<file path="config.mk">
export PLATFORM = sky130hd
export DESIGN_NAME = mcp_fetch_regs
export DESIGN_NICKNAME = d
export VERILOG_FILES = /design/src/rtl/mcp_fetch_regs.sv
export SDC_FILE = /design/constraint.sdc
export NUM_CORES = 1
export LEC_CHECK = 0
export BUFFER_PORTS_ARGS = -buffer_cell sky130_fd_sc_hd__buf_2
export CAP_MARGIN = 10
export CORE_MARGIN = 3
export CORE_UTILIZATION = 35
export CTS_BUF_LIST = sky130_fd_sc_hd__clkbuf_16
export DETAILED_ROUTE_END_ITERATION = 7
export PLACE_DENSITY = 0.66
export SETUP_SLACK_MARGIN = 0.3
export SYNTH_ARGS = -nofsm -noshare
export SYNTH_HDL_FRONTEND = slang
export SYNTH_SLANG_ARGS = --single-unit
</file>
<file path="constraint.sdc">
create_clock -name clk -period 2.1 [get_ports clk]
set_input_delay 0.42 -clock clk [delete_from_list [all_inputs] [get_ports clk]]
set_output_delay 0.42 -clock clk [all_outputs]
set_load 0.005 [all_outputs]
</file>
<file path="src/rtl/mcp_fetch_regs.sv">
// mcp_fetch_regs
//   Architectural state registers for the multicycle MIPS datapath: PC,
//   instruction register (IR), memory data register (MDR) and ALUOut, together
//   with the next-PC mux and the memory address mux. It also counts IR loads
//   (instret) and keeps a sticky flag for misaligned PC writes.
//
// Ports
//   clk        rising-edge clock
//   reset      asynchronous reset, active-low (0 = in reset)
//   pcen       PC write enable
//   irwrite    IR write enable (also increments instret)
//   iord       memory address select: 0 = PC, 1 = ALUOut
//   pcsrc      next-PC select: 00 aluresult, 01 aluout, 10 jump target, 11 hold
//   aluresult  combinational ALU result
//   readdata   memory read data
//   adr        memory address (combinational)
//   pc, instr, data, aluout   architectural registers
//   op, funct, rs, rt, rd, imm  combinational slices of the IR
//   instret    IR load count since reset (wraps silently)
//   misalign   sticky: a PC write with non-zero low two bits happened
module mcp_fetch_regs #(
  parameter int               WIDTH    = 32,
  parameter logic [WIDTH-1:0] RESET_PC = '0,
  parameter int               CNT_W    = 32
) (
  input  logic             clk,
  input  logic             reset,
  input  logic             pcen,
  input  logic             irwrite,
  input  logic             iord,
  input  logic [1:0]       pcsrc,
  input  logic [WIDTH-1:0] aluresult,
  input  logic [WIDTH-1:0] readdata,
  output logic [WIDTH-1:0] adr,
  output logic [WIDTH-1:0] pc,
  output logic [WIDTH-1:0] instr,
  output logic [WIDTH-1:0] data,
  output logic [WIDTH-1:0] aluout,
  output logic [5:0]       op,
  output logic [5:0]       funct,
  output logic [4:0]       rs,
  output logic [4:0]       rt,
  output logic [4:0]       rd,
  output logic [15:0]      imm,
  output logic [CNT_W-1:0] instret,
  output logic             misalign
);

  logic [WIDTH-1:0] pc_reg;
  logic [WIDTH-1:0] instr_reg;
  logic [WIDTH-1:0] data_reg;
  logic [WIDTH-1:0] aluout_reg;
  logic [CNT_W-1:0] instret_reg;
  logic             misalign_reg;

  logic [WIDTH-1:0] pcnext;
  logic [WIDTH-1:0] jump_target;

  // Jump target keeps the upper nibble of the (already incremented) PC and
  // replaces the rest with the 26-bit word index from the IR; always aligned.
  assign jump_target = {pc_reg[WIDTH-1:28], instr_reg[25:0], 2'b00};

  always_comb begin
    pcnext = pc_reg;
    case (pcsrc)
      2'b00:   pcnext = aluresult;
      2'b01:   pcnext = aluout_reg;
      2'b10:   pcnext = jump_target;
      default: pcnext = pc_reg;
    endcase
  end

  // Architectural registers. The PC always stores a word-aligned value; a
  // misaligned request is truncated and latched in the sticky flag instead.
  always_ff @(posedge clk or negedge reset) begin
    if (!reset) begin
      pc_reg       <= {RESET_PC[WIDTH-1:2], 2'b00};
      instr_reg    <= '0;
      data_reg     <= '0;
      aluout_reg   <= '0;
      instret_reg  <= '0;
      misalign_reg <= 1'b0;
    end else begin
      if (pcen) begin
        pc_reg <= {pcnext[WIDTH-1:2], 2'b00};
        if (pcnext[1:0] != 2'b00) begin
          misalign_reg <= 1'b1;
        end
      end
      if (irwrite) begin
        instr_reg   <= readdata;
        instret_reg <= instret_reg + CNT_W'(1);
      end
      // MDR and ALUOut capture every cycle; the controller decides when
      // their contents are meaningful.
      data_reg   <= readdata;
      aluout_reg <= aluresult;
    end
  end

  assign adr      = iord ? aluout_reg : pc_reg;
  assign pc       = pc_reg;
  assign instr    = instr_reg;
  assign data     = data_reg;
  assign aluout   = aluout_reg;
  assign instret  = instret_reg;
  assign misalign = misalign_reg;

  assign op    = instr_reg[31:26];
  assign rs    = instr_reg[25:21];
  assign rt    = instr_reg[20:16];
  assign rd    = instr_reg[15:11];
  assign imm   = instr_reg[15:0];
  assign funct = instr_reg[5:0];

endmodule

</file>
==> flow_metrics.env <==
export IMPL_outcome="complete, no violations"
export IMPL_setup_ws_ns=0.400
export IMPL_grt_ovfl_total=0
export IMPL_clkPwrFrac=0.394
export IMPL_fin_worst_skew_ns=0.0102
export IMPL_grt_max_degree=53
export IMPL_htreeDepth=4
export IMPL_cts_sinks=159
export IMPL_seqCellArea_um2=3980
export IMPL_setup_tns_ns=0
export IMPL_crit_required_ns=1.68
export IMPL_fillers=1751
export IMPL_hpwl_um=13300
export IMPL_cts_tree="done"
export IMPL_multi_input_area_um2=2420
export IMPL_p_leak_nw=4.37
export IMPL_wl_met3_um=1130
export IMPL_startpoint="iord"
export IMPL_fin_crit_sh=0.810
export IMPL_dieArea_um2=21300
export IMPL_min_path_type="in -> reg"
export IMPL_wl_met1_um=7580
export IMPL_fin_cells=1103
export IMPL_syn_cell_area_um2=6850
export IMPL_period_needed_ns=1.70
export IMPL_timing_fmax_mhz=588
export IMPL_highest_layer="met4"
export IMPL_dr_first_iter_drc_count=126
export IMPL_wl_met2_um=9700
export IMPL_avgViaCountPerCell=4.77
export IMPL_grtUsageTotal=0.176
export IMPL_worst_setup_path_end_kind="output port"
export IMPL_clock_path_buffers=2
export IMPL_clock_latency_ns=0.42
export IMPL_synth_seq_area_share=0.581
export IMPL_crit_fanout=32
export IMPL_p_per_area_nw_per_um2=891
export IMPL_combPwrFrac=0.154
export IMPL_clkSlewWorstSetupHoldPaths_ns=0.07
export IMPL_power_switching_mw=2.17
export IMPL_postLayoutCoreUtil=0.477
export IMPL_tightest_slew_ns=0.585
export IMPL_slew_viol_final=0
export IMPL_io_buffers=304
export IMPL_preCtsSetupSlack_ns=0.294
export IMPL_grt_first_pass_wirelength_um=30100
export IMPL_p_total_mw=8.06
export IMPL_rsz0062_at_grt="yes"
export IMPL_power_share_switching=0.269
export IMPL_via_count=5264
export IMPL_numCtsBuffers=17
export IMPL_initial_core_util=0.362
export IMPL_area_growth_pct=32.0
export IMPL_start_kind="input port"
export IMPL_pwr_share_seq=0.452
export IMPL_final_area_um2=9050
export IMPL_coreArea_um2=19000
export IMPL_syn_inst=564
export IMPL_die_h_um=146
export IMPL_wl_um=18700
export IMPL_cp_arrival_ns=1.28
export IMPL_antenna_left=0
export IMPL_synth_cell_types=32
export IMPL_relSlewSlack=0.610
export IMPL_synth_seq_cells=159
export IMPL_drc=0
export IMPL_gp_congestion=0.797
export IMPL_synth_warnings=0
export IMPL_clockRootBuffer="clkbuf_16"
export IMPL_drive_gt1_frac=0.534
export IMPL_grt_pass1_vias=5399
export IMPL_die_w_um=146
export IMPL_setup_violations=0
export IMPL_io_pins=307
export IMPL_p_int_mw=5.89
export IMPL_maxCapViolations=0
export IMPL_finalHoldViolations=0
export IMPL_row_count=50
export IMPL_r2r_start="instret[1]$_DFFE_PN0P_"
export IMPL_synth_area_per_cell_um2=12.2
export IMPL_hold_slack_ns=0.119
export IMPL_first_pass_iters=4
export IMPL_crit_type="in -> out"
export IMPL_holdCritStartpoint="aluresult[26]"
export IMPL_placed_cells=1068
export IMPL_ir_drop_uv=505
export IMPL_nets=901
export IMPL_antenna_found_initial=1
export IMPL_dpl_instance_area_um2=8410
export IMPL_wl_per_cell_um=16.9
==> cell usage after synthesis <==
| cell | n | share of area |
|---|---|---|
| buf_4 | 45 | 0.049 |
| dfrtp_1 | 159 | 0.58 |
| clkbuf_1 | 14 | 0.0077 |
| nor4_4 | 2 | 0.0062 |
| nand4b_1 | 3 | 0.0038 |
| and4_1 | 3 | 0.0038 |
| nand2_1 | 40 | 0.022 |
| nor4_2 | 1 | 0.0018 |
| buf_1 | 9 | 0.0049 |
| inv_1 | 2 | 0.0011 |
| buf_2 | 8 | 0.0058 |
| nor3_1 | 1 | 0.00073 |
| a21oi_1 | 26 | 0.019 |
| o22ai_1 | 27 | 0.025 |
| or2_2 | 1 | 0.00091 |
| nand2b_1 | 1 | 0.00091 |
| nand3_1 | 12 | 0.0088 |
| a211oi_1 | 1 | 0.0011 |
| nand4_1 | 13 | 0.012 |
| xor2_1 | 4 | 0.0051 |
| nand4_4 | 1 | 0.0031 |
| mux2_2 | 89 | 0.15 |
| nor2_1 | 28 | 0.015 |
| nor2_2 | 1 | 0.00091 |
| and3_1 | 6 | 0.0055 |
| conb_1 | 1 | 0.00055 |
| o21ai_0 | 29 | 0.021 |
| ha_1 | 1 | 0.0018 |
| nor3_2 | 1 | 0.0015 |
| xnor2_1 | 27 | 0.035 |
| and2_1 | 4 | 0.0037 |
| mux2i_1 | 4 | 0.0058 |
==> critical path: stages <==
cell and delay (ns):
buf_2 0.10, buf_12 0.22, mux2_2 0.38, buf_2 0.13
==> cell type report <==
class,count,share of cell area
Tap cell,260,0.0359
Timing Repair Buffer,321,0.189
Clock inverter,15,0.0205
Multi-Input combinational cell,328,0.267
Sequential cell,159,0.440
Clock buffer,17,0.0470
Inverter,2,0.000830
Antenna cell,1,0.000277
==> power groups by stage <==
stage | Combinational (mW) | Sequential [mW] | Clock [mW]
CTS | 1.28 | 3.65 | 3.29
finish | 1.24 | 3.65 | 3.17
floorplan | 0.640 | 3.67 | 0
global placement | 1.25 | 3.69 | 0
global route | 1.38 | 3.70 | 3.41
detailed placement | 1.27 | 3.70 | 0
==> worst paths after layout <==
check | cells past startpoint | endpoint | slack, ns
worst max-delay path | 4 | adr[18] | 0.40
max in group asynchronous | 3 | data[16]$_DFF_PN0_ | 1.01
worst min register to register | 1 | instret[31]$_DFFE_PN0P_ | 0.48
worst max register to register | 5 | instret[28]$_DFFE_PN0P_ | 0.44
worst min-delay path | 1 | aluout[26]$_DFF_PN0_ | 0.12
min in group asynchronous | 2 | instret[21]$_DFFE_PN0P_ | 0.48
==> metal layers <==
metal,vias up,GRT usage
met5,-,0
met1,2587,0.212
li1,2466,-
met2,193,0.315
met3,18,0.0420
met4,0,0.0518
==> repair_timing <==
item	in CTS	in global routing
setup buffers	0	1
endpoints found under the hold margin	32	0
resized for setup	0	2
hold buffers	1	0
setup endpoints to repair	0	14
==> cell families (layout without fill, tap and decap cells) <==
logic type      count (synthesis)  count (layout)  share of synthesized area
flops                         159             159                      0.581
simple gates                  118             118                     0.0907
mux                            93              93                      0.152
compound gates                 83              83                     0.0659
buf+inv                        78             355                     0.0688
xor+xnor                       31              31                     0.0396
fa+ha+maj                       1               1                    0.00183
other cells                     1               3                   0.000547
==> cells in the final DEF, fill, tap and decap left out, types with 2 or more instances in the layout <==
master / count
xnor2_1: 27
nor2_1: 28
nand4_1: 13
inv_1: 2
o21ai_0: 29
buf_2: 303
bufinv_16: 3
xor2_1: 4
nand2_1: 40
clkbuf_16: 17
and3_1: 6
nand4b_1: 3
mux2i_1: 4
and2_1: 4
dfrtp_1: 158
clkinvlp_4: 3
o22ai_1: 27
clkinv_2: 3
buf_4: 12
buf_12: 4
inv_6: 2
nor4_4: 2
nand3_1: 12
mux2_2: 89
and4_1: 3
inv_8: 2
conb_1: 2
a21oi_1: 26
clkinv_4: 2
Power figures use the tool's default switching activity.
